[src/rtl/cpu_types_pkg.sv]
// cpu_types_pkg
//   Shared CPU-side types: the RAM word, the RAM handshake state and the
//   memory arbiter's grant state.
package cpu_types_pkg;

  typedef logic [31:0] word_t;

  // RAM model handshake; only ACCESS completes a transfer.
  typedef enum logic [1:0] {
    FREE   = 2'd0,
    BUSY   = 2'd1,
    ACCESS = 2'd2,
    ERROR  = 2'd3
  } ramstate_t;

  // Which cache currently owns the RAM port.
  typedef enum logic [1:0] {
    IDLE = 2'd0,
    DGNT = 2'd1,
    IGNT = 2'd2
  } arbstate_t;

endpackage

[src/rtl/mem_arbiter.sv]
// mem_arbiter
//   Shares the single-ported RAM between the icache and the dcache.
//   The dcache has priority; a starvation counter forces an icache grant
//   after STARVE_LIMIT consecutive dcache completions while iREN is pending.
//   Grants are registered and held for the whole RAM access; on a completing
//   cycle the next owner is chosen immediately so word streams chain with no
//   idle bubble.
//
// Ports
//   CLK, nRST                      clock, async active-low reset
//   iREN, iaddr                    icache read request / word address
//   iwait, iload                   icache stall (low on completion) / data
//   dREN, dWEN, daddr, dstore      dcache read/write request, address, data
//   dwait, dload                   dcache stall (low on completion) / data
//   ramREN, ramWEN, ramaddr,
//   ramstore                       RAM request side
//   ramload, ramstate              RAM read data / handshake state
module mem_arbiter
  import cpu_types_pkg::*;
#(
  parameter int STARVE_LIMIT = 4
) (
  input  logic        CLK,
  input  logic        nRST,
  input  logic        iREN,
  input  logic [31:0] iaddr,
  output logic        iwait,
  output logic [31:0] iload,
  input  logic        dREN,
  input  logic        dWEN,
  input  logic [31:0] daddr,
  input  logic [31:0] dstore,
  output logic        dwait,
  output logic [31:0] dload,
  output logic        ramREN,
  output logic        ramWEN,
  output logic [31:0] ramaddr,
  output logic [31:0] ramstore,
  input  logic [31:0] ramload,
  input  logic [1:0]  ramstate
);

  localparam int CNT_W = $clog2(STARVE_LIMIT + 1);
  localparam logic [CNT_W-1:0] LIMIT = CNT_W'(STARVE_LIMIT);

  arbstate_t        r_state;
  arbstate_t        w_state_nxt;
  arbstate_t        w_arb;
  logic [CNT_W-1:0] r_starve_cnt;
  logic [CNT_W-1:0] w_cnt_nxt;
  logic             w_dreq;
  logic             w_access;
  logic             w_dcomp;
  logic             w_icomp;

  assign w_dreq   = dREN | dWEN;
  assign w_access = (ramstate == 2'(ACCESS));
  assign w_dcomp  = (r_state == DGNT) & w_dreq & w_access;
  assign w_icomp  = (r_state == IGNT) & iREN & w_access;

  // Starvation counter next value. Arbitration looks at this updated value
  // so the icache is granted right after the STARVE_LIMIT-th dcache word.
  always_comb begin
    w_cnt_nxt = r_starve_cnt;
    if (!iREN || w_icomp)
      w_cnt_nxt = '0;
    else if (w_dcomp && (r_starve_cnt != LIMIT))
      w_cnt_nxt = r_starve_cnt + 1'b1;
  end

  // Arbitration: starving icache first, then dcache, then icache.
  always_comb begin
    w_arb = IDLE;
    if (iREN && (w_cnt_nxt == LIMIT))
      w_arb = IGNT;
    else if (w_dreq)
      w_arb = DGNT;
    else if (iREN)
      w_arb = IGNT;
  end

  always_comb begin
    w_state_nxt = r_state;
    unique case (r_state)
      IDLE: w_state_nxt = w_arb;
      DGNT: begin
        if (w_dcomp)
          w_state_nxt = w_arb;
        else if (!w_dreq)
          w_state_nxt = IDLE;
      end
      IGNT: begin
        if (w_icomp)
          w_state_nxt = w_arb;
        else if (!iREN)
          w_state_nxt = IDLE;
      end
      default: w_state_nxt = IDLE;
    endcase
  end

  always_ff @(posedge CLK or negedge nRST) begin
    if (!nRST) begin
      r_state      <= IDLE;
      r_starve_cnt <= '0;
    end else begin
      r_state      <= w_state_nxt;
      r_starve_cnt <= w_cnt_nxt;
    end
  end

  // RAM side follows the registered grant but takes the enables straight
  // from the request lines, so a dropped request stops the RAM at once.
  always_comb begin
    ramREN   = 1'b0;
    ramWEN   = 1'b0;
    ramaddr  = '0;
    ramstore = '0;
    unique case (r_state)
      DGNT: begin
        ramWEN   = dWEN;
        ramREN   = dREN & ~dWEN;
        ramaddr  = daddr;
        ramstore = dstore;
      end
      IGNT: begin
        ramREN  = iREN;
        ramaddr = iaddr;
      end
      default: ;
    endcase
  end

  assign iwait = ~w_icomp;
  assign dwait = ~w_dcomp;
  assign iload = ramload;
  assign dload = ramload;

endmodule

[config.mk]
export PLATFORM = sky130hd
export DESIGN_NAME = mem_arbiter
export DESIGN_NICKNAME = d
export VERILOG_FILES = /design/src/rtl/cpu_types_pkg.sv /design/src/rtl/mem_arbiter.sv
export SDC_FILE = /design/constraint.sdc
export NUM_CORES = 1
export LEC_CHECK = 0
export BUFFER_PORTS_ARGS = -buffer_cell sky130_fd_sc_hd__buf_4
export CAP_MARGIN = 5
export CORE_AREA = 4 4 100 102
export CTS_CLUSTER_DIAMETER = 40
export DETAILED_ROUTE_END_ITERATION = 8
export DIE_AREA = 0 0 104 106
export GPL_TIMING_DRIVEN = 0
export PLACE_DENSITY_LB_ADDON = 0.05
export REMOVE_ABC_BUFFERS = 1
export SETUP_SLACK_MARGIN = 0.4
export SLEW_MARGIN = 20
export SYNTH_ARGS = -nofsm -noshare
export SYNTH_HDL_FRONTEND = slang
export SYNTH_SLANG_ARGS = --single-unit
export TNS_END_PERCENT = 10
[constraint.sdc]
create_clock -name CLK -period 4.7 [get_ports CLK]
set_input_delay 0.47 -clock CLK [delete_from_list [all_inputs] [get_ports CLK]]
set_output_delay 0.47 -clock CLK [all_outputs]
set_load 0.03 [all_outputs]
==> flow_summary_export.csv <==
group,metric,value,unit
yosys,synthArstFlopShare,100.0,%
die,pin_count,267,
yosys,yosysWarnings,0,
run,cap_viol_max_count,0,
die,die_area,11020,µm²
setup_path,endpoint_kind,"output pin",
detailed_routing,drt_iter0_drc,109,
setup_path,slowest_delay,660,ps
setup_path,path_cells,"inv_1 -> ha_2 -> nand2_1 -> a21boi_0 -> buf_4",
global_route,first_global_vias,1975,
yosys,synth.area.top_cells,"buf_4 29%, a22oi_1 15%, nor2b_1 13%, and2_1 13%, dfrtp_1 7.6%",
cts,cts_tree,"built",
sta,drv_slew,0,
finish,final_util,28.32,%
placement,dpl.hpwl,7.949,mm
global_route,grt_pass1_wl,13.78,mm
yosys,synth_area,1639,µm²
detailed_routing,first_pass_iters,5,
yosys,synthCells,229,
die,die_w,104,µm
global_route,grt_max_degree,70,
sta,rsz0062_at_grt,"no",
sta,period_minus_slack,2517,ps
cts,cts.sink_count,5,
yosys,synthAdderAreaFrac,4.580,%
setup_path,path_class,"register to output pin",
finish,num-fill-cells,1007,
detailed_routing,drt_wl_total,9.724,mm
placement,port_buffers,170,
setup_path,crit_fanout,35,
sta,hold_ws,47.90,ps
cts,holdBufCountCts,0,
detailed_routing,via_per_inst,4.454,
cts,cts.repair.resized,0,
worst_hold_path,hp-class,"primary input to async pin",
sta,max_freq,397.2,MHz
yosys,synthMuxAreaShare,0.6107,%
yosys,netlist.top_cell.by_area,"buf_4",
sta,tns,0,ps
sta,setup_ws,2183,ps
yosys,synth_compound_gate_area_share,20.53,%
setup_path,slowest_stage,"ha_2",
global_route,grt-ovfl-total,0,
placement,gp_congestion,0.7402,
yosys,synthDistinctLibCells,29,
outcome,outcome,"finished clean",
die,die_h,106,µm
yosys,yosysSeqAreaShare,7.634,%
cts,path_clk_slew,40,ps
setup_path,cp_data_arrival_time,2050,ps
cts,cts_root_buf,"clkbuf_8",
yosys,synth_xor_area_share,0.5344,%
cts,cts_buffer_depth,2,
global_route,track_usage,16.49,%
power_and_ir_drop,leakagePower,0.001275,µW
sta,hold_viol_final,0,
sta,max_slew_margin,42.94,%
yosys,ys_seq_elements,5,
detailed_routing,drcViolationCount,0,
yosys,syn_area_per_cell,7.158,µm²
finish,final_cell_mix,"170 x buf_4, 34 x nor2b_1, 33 x a22oi_1, 33 x and2_1, 6 x inv_1",
die,num_rows,35,
yosys,synth_top_area_share,29.31,%
setup_path,critPathLaunchType,"register",
yosys,synth_top_family_by_area,"buffers and inverters",
die,core_area,9109,µm²
finish,areaGrowthSynthToFinish,57.40,%
detailed_routing,vias,1942,
power_and_ir_drop,pwr_density_cell,456.1,nW/µm²
finish,finish.net_count,466,
detailed_routing,ant_nets,0,
die,start_util,17.99,%
sta,skew,0.5759,ps
setup_path,required,4230,ps
sta,tightest_slew,855.9,ps
sta,setup_violations,0,
power_and_ir_drop,vdd_drop_max,181.3,µV
cts,post-cts-setup-buffers,0,
detailed_routing,wl_per_cell,22.30,µm
cts,cts_buffers,3,
power_and_ir_drop,p_total,1177,µW
finish,final_common_cell,"buf_4",
yosys,synth-edff-count,0,
finish,drive_gt1_share,54.94,%
cts,clock_latency,220,ps
yosys,synth_ff_type,"dfrtp_1",
sta,post-route-period-util,53.56,%
placement,post-place-ws,2358,ps
global_route,antenna_found_initial,0,
yosys,yosys.area_share.simple,31.98,%
cts,cts_max_level,1,
[logic make-up after synthesis]
family,count (synthesis)
flops,5
simple gates,87
buf+inv,85
compound gates,44
xor+xnor,1
mux,1
fa+ha+maj,6
[per-stage QoR]
| stage | instances | area, µm² |
|---|---|---|
| 6_report | 436 | 2580 |
| 5_1_grt | 435 | 2577 |
| 4_1_cts | 435 | 2577 |
| 3_5_place_dp | 431 | 2532 |
| 3_3_place_gp | 431 | 2517 |
| 2_1_floorplan | 150 | 1102 |
[metal layers]
layer / track usage [%] / share of wire (%)
met5: 9.048 / 0.30
met2: 19.36 / 35
met1: 21.33 / 43
met3: 15.60 / 21
met4: 0.9497 / 0.10
[synth_stat cells, drive strengths merged, types with 2 or more instances]
library cell / n
o21ai: 2
buf: 64
inv: 6
nor3: 2
nand3: 3
a22oi: 33
ha: 6
nor2: 3
and3: 2
or2: 2
nor2b: 34
clkbuf: 15
nand2: 4
a31oi: 2
dfrtp: 5
and2: 33
[worst paths after layout]
path	from	slack, ps	depth (start not counted)	to
worst max-delay path	r_state[0]$_DFFE_PN0P_	2180	5	ramREN
max in group asynchronous	nRST	4550	1	r_starve_cnt[0]$_DFF_PN0_
worst min-delay path	nRST	50	1	r_starve_cnt[2]$_DFF_PN0_
worst max register to register	r_state[1]$_DFFE_PN0P_	2350	6	r_state[0]$_DFFE_PN0P_
worst min register to register	r_starve_cnt[1]$_DFF_PN0_	610	2	r_starve_cnt[1]$_DFF_PN0_
min in group CLK	r_starve_cnt[1]$_DFF_PN0_	610	2	r_starve_cnt[1]$_DFF_PN0_
[area by class of cell]
class                           instances  area [µm²]  area share, %
Sequential cell                         5       125.1          4.850
Inverter                                6       22.52         0.8729
Clock buffer                            4       45.04          1.746
Antenna cell                            1       2.502        0.09699
Timing Repair Buffer                  170        1276          49.47
Tap cell                              111       138.9          5.383
Multi-Input combinational cell        139       969.7          37.58
[worst max-delay path, delay by kind of cell (launching register included)]
kind            cells  cell delay (ps)
compound gates      1              210
buf+inv             2              300
fa+ha+maj           1              660
simple gates        1              230
flops               1              420
[registers in the layout, indices dropped and copies added (netlist names)]
signal	cells
r_state	2
r_starve_cnt	3
[where the power goes]
part | switching [µW] | internal [µW] | leakage, µW
Combinational | 621 | 418 | 0.00118
Clock | 20.8 | 58.2 | 0.0000228
Sequential | 9.44 | 49.9 | 0.0000676
(Power assumes the default switching activity.)
